### src/rtl/seq_trigger.sv
// seq_trigger: multi-stage masked pattern sequencer that pulses MISO after the final stage matches
module seq_trigger #(
    parameter int W       = 32,
    parameter int DEPTH   = 4,
    parameter int OFFSET  = 1,
    parameter int RESTART = 1
) (
    input  logic                     SCLK,
    input  logic                     RST,
    input  logic [W-1:0]             MOSI,
    input  logic                     start,
    input  logic                     cfg_valid,
    output logic                     cfg_ready,
    input  logic [W-1:0]             cfg_mask,
    input  logic [W-1:0]             cfg_pattern,
    input  logic                     cfg_clear,
    output logic                     MISO,
    output logic                     busy,
    output logic [$clog2(DEPTH)-1:0] stage,
    output logic [$clog2(DEPTH):0]   count,
    output logic                     ovf
);
    localparam int SW = $clog2(DEPTH);
    localparam int CW = SW + 1;
    typedef enum logic [1:0] {IDLE, DELAY, MATCH, DONE} state_t;
    state_t        r_state, w_state;
    logic [SW-1:0] r_stage, w_stage;
    logic [CW-1:0] r_count;
    logic [15:0]   r_dly, w_dly;
    logic          r_miso, w_miso, r_ovf;
    logic [W-1:0]  r_mask [DEPTH];
    logic [W-1:0]  r_pat  [DEPTH];
    logic          w_idle, w_full, w_wr, w_hit, w_last;
    assign w_idle    = r_state == IDLE;
    assign w_full    = r_count == CW'(DEPTH);
    assign cfg_ready = w_idle && !w_full && !RST;
    assign w_wr      = cfg_valid && cfg_ready && !cfg_clear;
    assign w_hit     = ((MOSI ^ r_pat[r_stage]) & r_mask[r_stage]) == '0;
    assign w_last    = CW'(r_stage) + CW'(1) == r_count;
    assign MISO      = r_miso;
    assign busy      = !w_idle;
    assign stage     = r_stage;
    assign count     = r_count;
    assign ovf       = r_ovf;
    always_comb begin
        w_state = r_state;
        w_stage = r_stage;
        w_dly   = r_dly;
        w_miso  = 1'b0;
        case (r_state)
            IDLE: if (start && r_count != '0) begin
                w_stage = '0;
                w_dly   = 16'(OFFSET);
                w_state = (OFFSET > 0) ? DELAY : MATCH;
            end
            DELAY: if (!start) begin
                w_state = IDLE;
                w_stage = '0;
                w_dly   = '0;
            end else begin
                w_dly   = r_dly - 16'd1;
                w_state = (r_dly == 16'd1) ? MATCH : DELAY;
            end
            MATCH: if (!start) begin
                w_state = IDLE;
                w_stage = '0;
            end else if (w_hit && w_last) begin
                w_miso  = 1'b1;
                w_state = DONE;
            end else if (w_hit) begin
                w_stage = r_stage + SW'(1);
            end else begin
                w_stage = (RESTART != 0) ? '0 : r_stage;
            end
            DONE: w_state = start ? DONE : IDLE;
            default: w_state = IDLE;
        endcase
    end
    always_ff @(posedge SCLK) begin
        if (RST) begin
            r_state <= IDLE;
            r_stage <= '0;
            r_dly   <= '0;
            r_miso  <= 1'b0;
            r_count <= '0;
            r_ovf   <= 1'b0;
        end else begin
            r_state <= w_state;
            r_stage <= w_stage;
            r_dly   <= w_dly;
            r_miso  <= w_miso;
            if (w_idle && cfg_clear) begin
                r_count <= '0;
                r_ovf   <= 1'b0;
            end else if (w_wr) begin
                r_count <= r_count + CW'(1);
            end else if (w_idle && cfg_valid && w_full) begin
                r_ovf   <= 1'b1;
            end
        end
    end
    always_ff @(posedge SCLK) begin
        if (w_wr) begin
            r_mask[r_count[SW-1:0]] <= cfg_mask;
            r_pat[r_count[SW-1:0]]  <= cfg_pattern;
        end
    end
endmodule

### config.mk
export PLATFORM = sky130hd
export DESIGN_NAME = seq_trigger
export DESIGN_NICKNAME = d
export VERILOG_FILES = /design/src/rtl/seq_trigger.sv
export SDC_FILE = /design/constraint.sdc
export NUM_CORES = 1
export LEC_CHECK = 0
export CAP_MARGIN = 20
export CORE_MARGIN = 2
export CORE_UTILIZATION = 25
export CTS_BUF_LIST = sky130_fd_sc_hd__clkbuf_4
export CTS_CLUSTER_DIAMETER = 150
export CTS_CLUSTER_SIZE = 10
export DETAILED_ROUTE_END_ITERATION = 16
export GPL_TIMING_DRIVEN = 0
export PLACE_DENSITY = 0.38
export SLEW_MARGIN = 20
export SYNTH_ARGS = -nofsm -noshare
export SYNTH_HDL_FRONTEND = slang
export SYNTH_SLANG_ARGS = --single-unit
### constraint.sdc
create_clock -name SCLK -period 4.1 [get_ports SCLK]
set_input_delay 1.025 -clock SCLK [delete_from_list [all_inputs] [get_ports SCLK]]
set_output_delay 1.025 -clock SCLK [all_outputs]
set_load 0.05 [all_outputs]
==> results.tsv <==
stage	metric	value	unit
die	io-pin-count	110	
sta	slew_headroom	0.561	
sta	rsz0062_at_grt	false	
grt	grt_use_total	0.124	
layout	regArea	8230	sq um
sta	hold_violations	0	
sta	fmax	274	MHz
layout	fin_nets	890	
logic_synthesis	synth.distinct_cells	50	
layout	multi_input_area	2590	sq um
sta	slew_viol_final	0	
clock_tree	cts_buffer_depth	3	
layout	final_common_cell	edfxtp_1	
power_and_ir_drop	p_leak	4.24	nW
die	die_area	45100	sq um
hold_path	hold_class	reg -> reg	
critical_path	slowest_delay	0.84	ns
logic_synthesis	synth_ff_type	edfxtp_1	
status	status	finished clean	
sta	fin_crit_sh	0.892	
clock_tree	post_cts_resized	0	
power_and_ir_drop	powerDensity	377	nW/um^2
clock_tree	cts-root-buf	clkbuf_4	
clock_tree	clk_latency	0.65	ns
routing	via_count	5783	
critical_path	start_kind	flip-flop	
logic_synthesis	synth_cells	635	
routing	vias_per_cell	4.21	
logic_synthesis	async_flop_share	0	
routing	post_drt_wl_per_cell	20.1	um
grt	grt_pass1_vias	6285	
logic_synthesis	syn-num-nets	743	
placed_design	dp_slack	0.331	ns
layout	area_delta_synth_final	20.7	%
logic_synthesis	synth_edf_count	256	
layout	layout-drive-gt1-share	0.0825	
logic_synthesis	synth-seq-cells	283	
grt	overflow	0	
layout	layout_common_cells	edfxtp_1 (256), xor2_1 (135), clkdlybuf4s50_1 (107), a22oi_1 (44), clkbuf_4 (39)	
routing	ant_nets	0	
sta	setup_ws	0.444	ns
layout	final_util	0.305	
die	die_h	212	um
logic_synthesis	ys_warn_count	0	
critical_path	cpLargestDelayFamily	buffers and inverters	
sta	clock_skew	0.0396	ns
logic_synthesis	yosysSeqAreaShare	0.758	
placed_design	place_congestion	0.754	
placed_design	port_buffers	107	
critical_path	crit_slowest_cell	clkdlybuf4s50_1	
die	rows	76	
critical_path	required	3.07	ns
clock_tree	clk_pin_slew	0.12	ns
die	die_width	212	um
sta	tns	0	ns
clock_tree	ctsHoldBuffers	0	
run	max_cap_violations	0	
logic_synthesis	avgSynthCellArea	17.1	sq um
critical_path	crit_chain	inv_1 > ha_1 > a211oi_2 > clkdlybuf4s50_1	
sta	layout_min_cycle_time	3.66	ns
routing	drtPass1Iterations	5	
critical_path	worst-path-buf-inv	2	
clock_tree	clock_sinks	283	
placed_design	hpwl	20000	um
die	core_area	43000	sq um
critical_path	worstPathMaxFanout	6	
grt	grt_max_degree	40	
clock_tree	cts_setup_buffers	0	
logic_synthesis	synth_area	10900	sq um
grt	antenna_found_initial	5	
grt	grt_first_pass_wirelength	40200	um
sta	setup-violations-final	0	
sta	tightestPinTransition	0.658	ns
critical_path	critPathArrivalTime	2.63	ns
routing	routed_wl	27600	um
clock_tree	htreeDepth	2	
routing	drc	0	
critical_path	path_class	reg -> out	
routing	first_iter_violations	368	
die	initial_core_util	0.253	
layout	nFillCells	4327	
clock_tree	cts_tree	yes	
power_and_ir_drop	ir_drop	0.151	mV
clock_tree	numCtsBuffers	34	
critical_path	endpoint_kind	output port	
-- sequential cells by signal, summed over array words and instances, names as in the netlist, named ones only --
register,count
r_mask,128
r_pat,128
r_dly,16
count,3
r_state,2
stage,2
MISO,1
ovf,1
-- cells by family (layout without fill, tap and decap cells) --
group | count (synthesis) | after routing | share of synthesized area
flip-flops | 283 | 283 | 0.758
XOR/XNOR | 146 | 146 | 0.118
AO/OA/AOI/OAI | 92 | 92 | 0.0620
AND/OR/NAND/NOR | 92 | 92 | 0.0483
buffers and inverters | 14 | 167 | 0.00519
adder cells (fa/ha/maj) | 7 | 7 | 0.00807
multiplexers | 1 | 1 | 0.000922
other | 0 | 2 | 0
-- worst min-delay path, stage by stage (launching register included) --
cell,delay (ns)
dfxtp_1,0.36
a41oi_1,0.05
nor2_1,0.07
-- metal layers --
layer,vias up,share of wire,GRT usage
met3,46,0.047,0.0270
met5,-,0.0013,0
met4,6,0.021,0.0379
met2,134,0.46,0.201
li1,2723,-,-
met1,2874,0.47,0.166
-- where the power goes --
part / internal, mW / switching (mW) / total, mW
clock network: 0.508 / 0.924 / 1.43
registers: 3.17 / 0.0140 / 3.18
logic: 0.150 / 0.182 / 0.332
-- synthesized netlist by cell type, types with 4 or more instances --
library cell | number | area, sq um
and2_1 | 4 | 25.0
dfxtp_1 | 27 | 541
a21oi_1 | 11 | 55.1
nand4_1 | 8 | 50.1
ha_1 | 7 | 87.6
xnor2_1 | 11 | 96.3
inv_1 | 7 | 26.3
a222oi_1 | 8 | 80.1
a22oi_1 | 44 | 330
nor3_1 | 12 | 60.1
nand3_1 | 10 | 50.1
o21ai_0 | 5 | 25.0
xor2_1 | 135 | 1180
edfxtp_1 | 256 | 7690
nor2_1 | 27 | 101
a221oi_1 | 6 | 52.6
nand2_1 | 9 | 33.8
-- stage by stage --
stage                     std cells  hold WS, ns  total power, mW  instance area, sq um
after global routing           1375        0.557             5.19                 13100
after floorplan                 635        0.480             3.36                 10900
after global placement         1327        0.466             3.58                 12700
after detailed placement       1331        0.500             3.59                 12800
after CTS                      1373        0.531             5.06                 13100
final                          1375        0.518             4.95                 13100
-- worst paths after layout --
path | from | to | slack, ns | cells after the start
max | count[0] | cfg_ready | 0.44 | 4
min | ovf | ovf | 0.52 | 2
max reg2reg | count[0] | r_pat[2][0] | 1.38 | 7
min reg2reg | ovf | ovf | 0.52 | 2
-- area by class of cell --
type                       count  share of cell area
timing repair buffer         111              0.0884
antenna                        2            0.000382
buffer                         5             0.00172
clock buffer                  39              0.0223
clock inverter                 3             0.00353
sequential                   283               0.628
inverter                       9             0.00258
tap                          585              0.0558
multi-input combinational    338               0.197
Note: power is estimated with default switching activity, not from simulation.
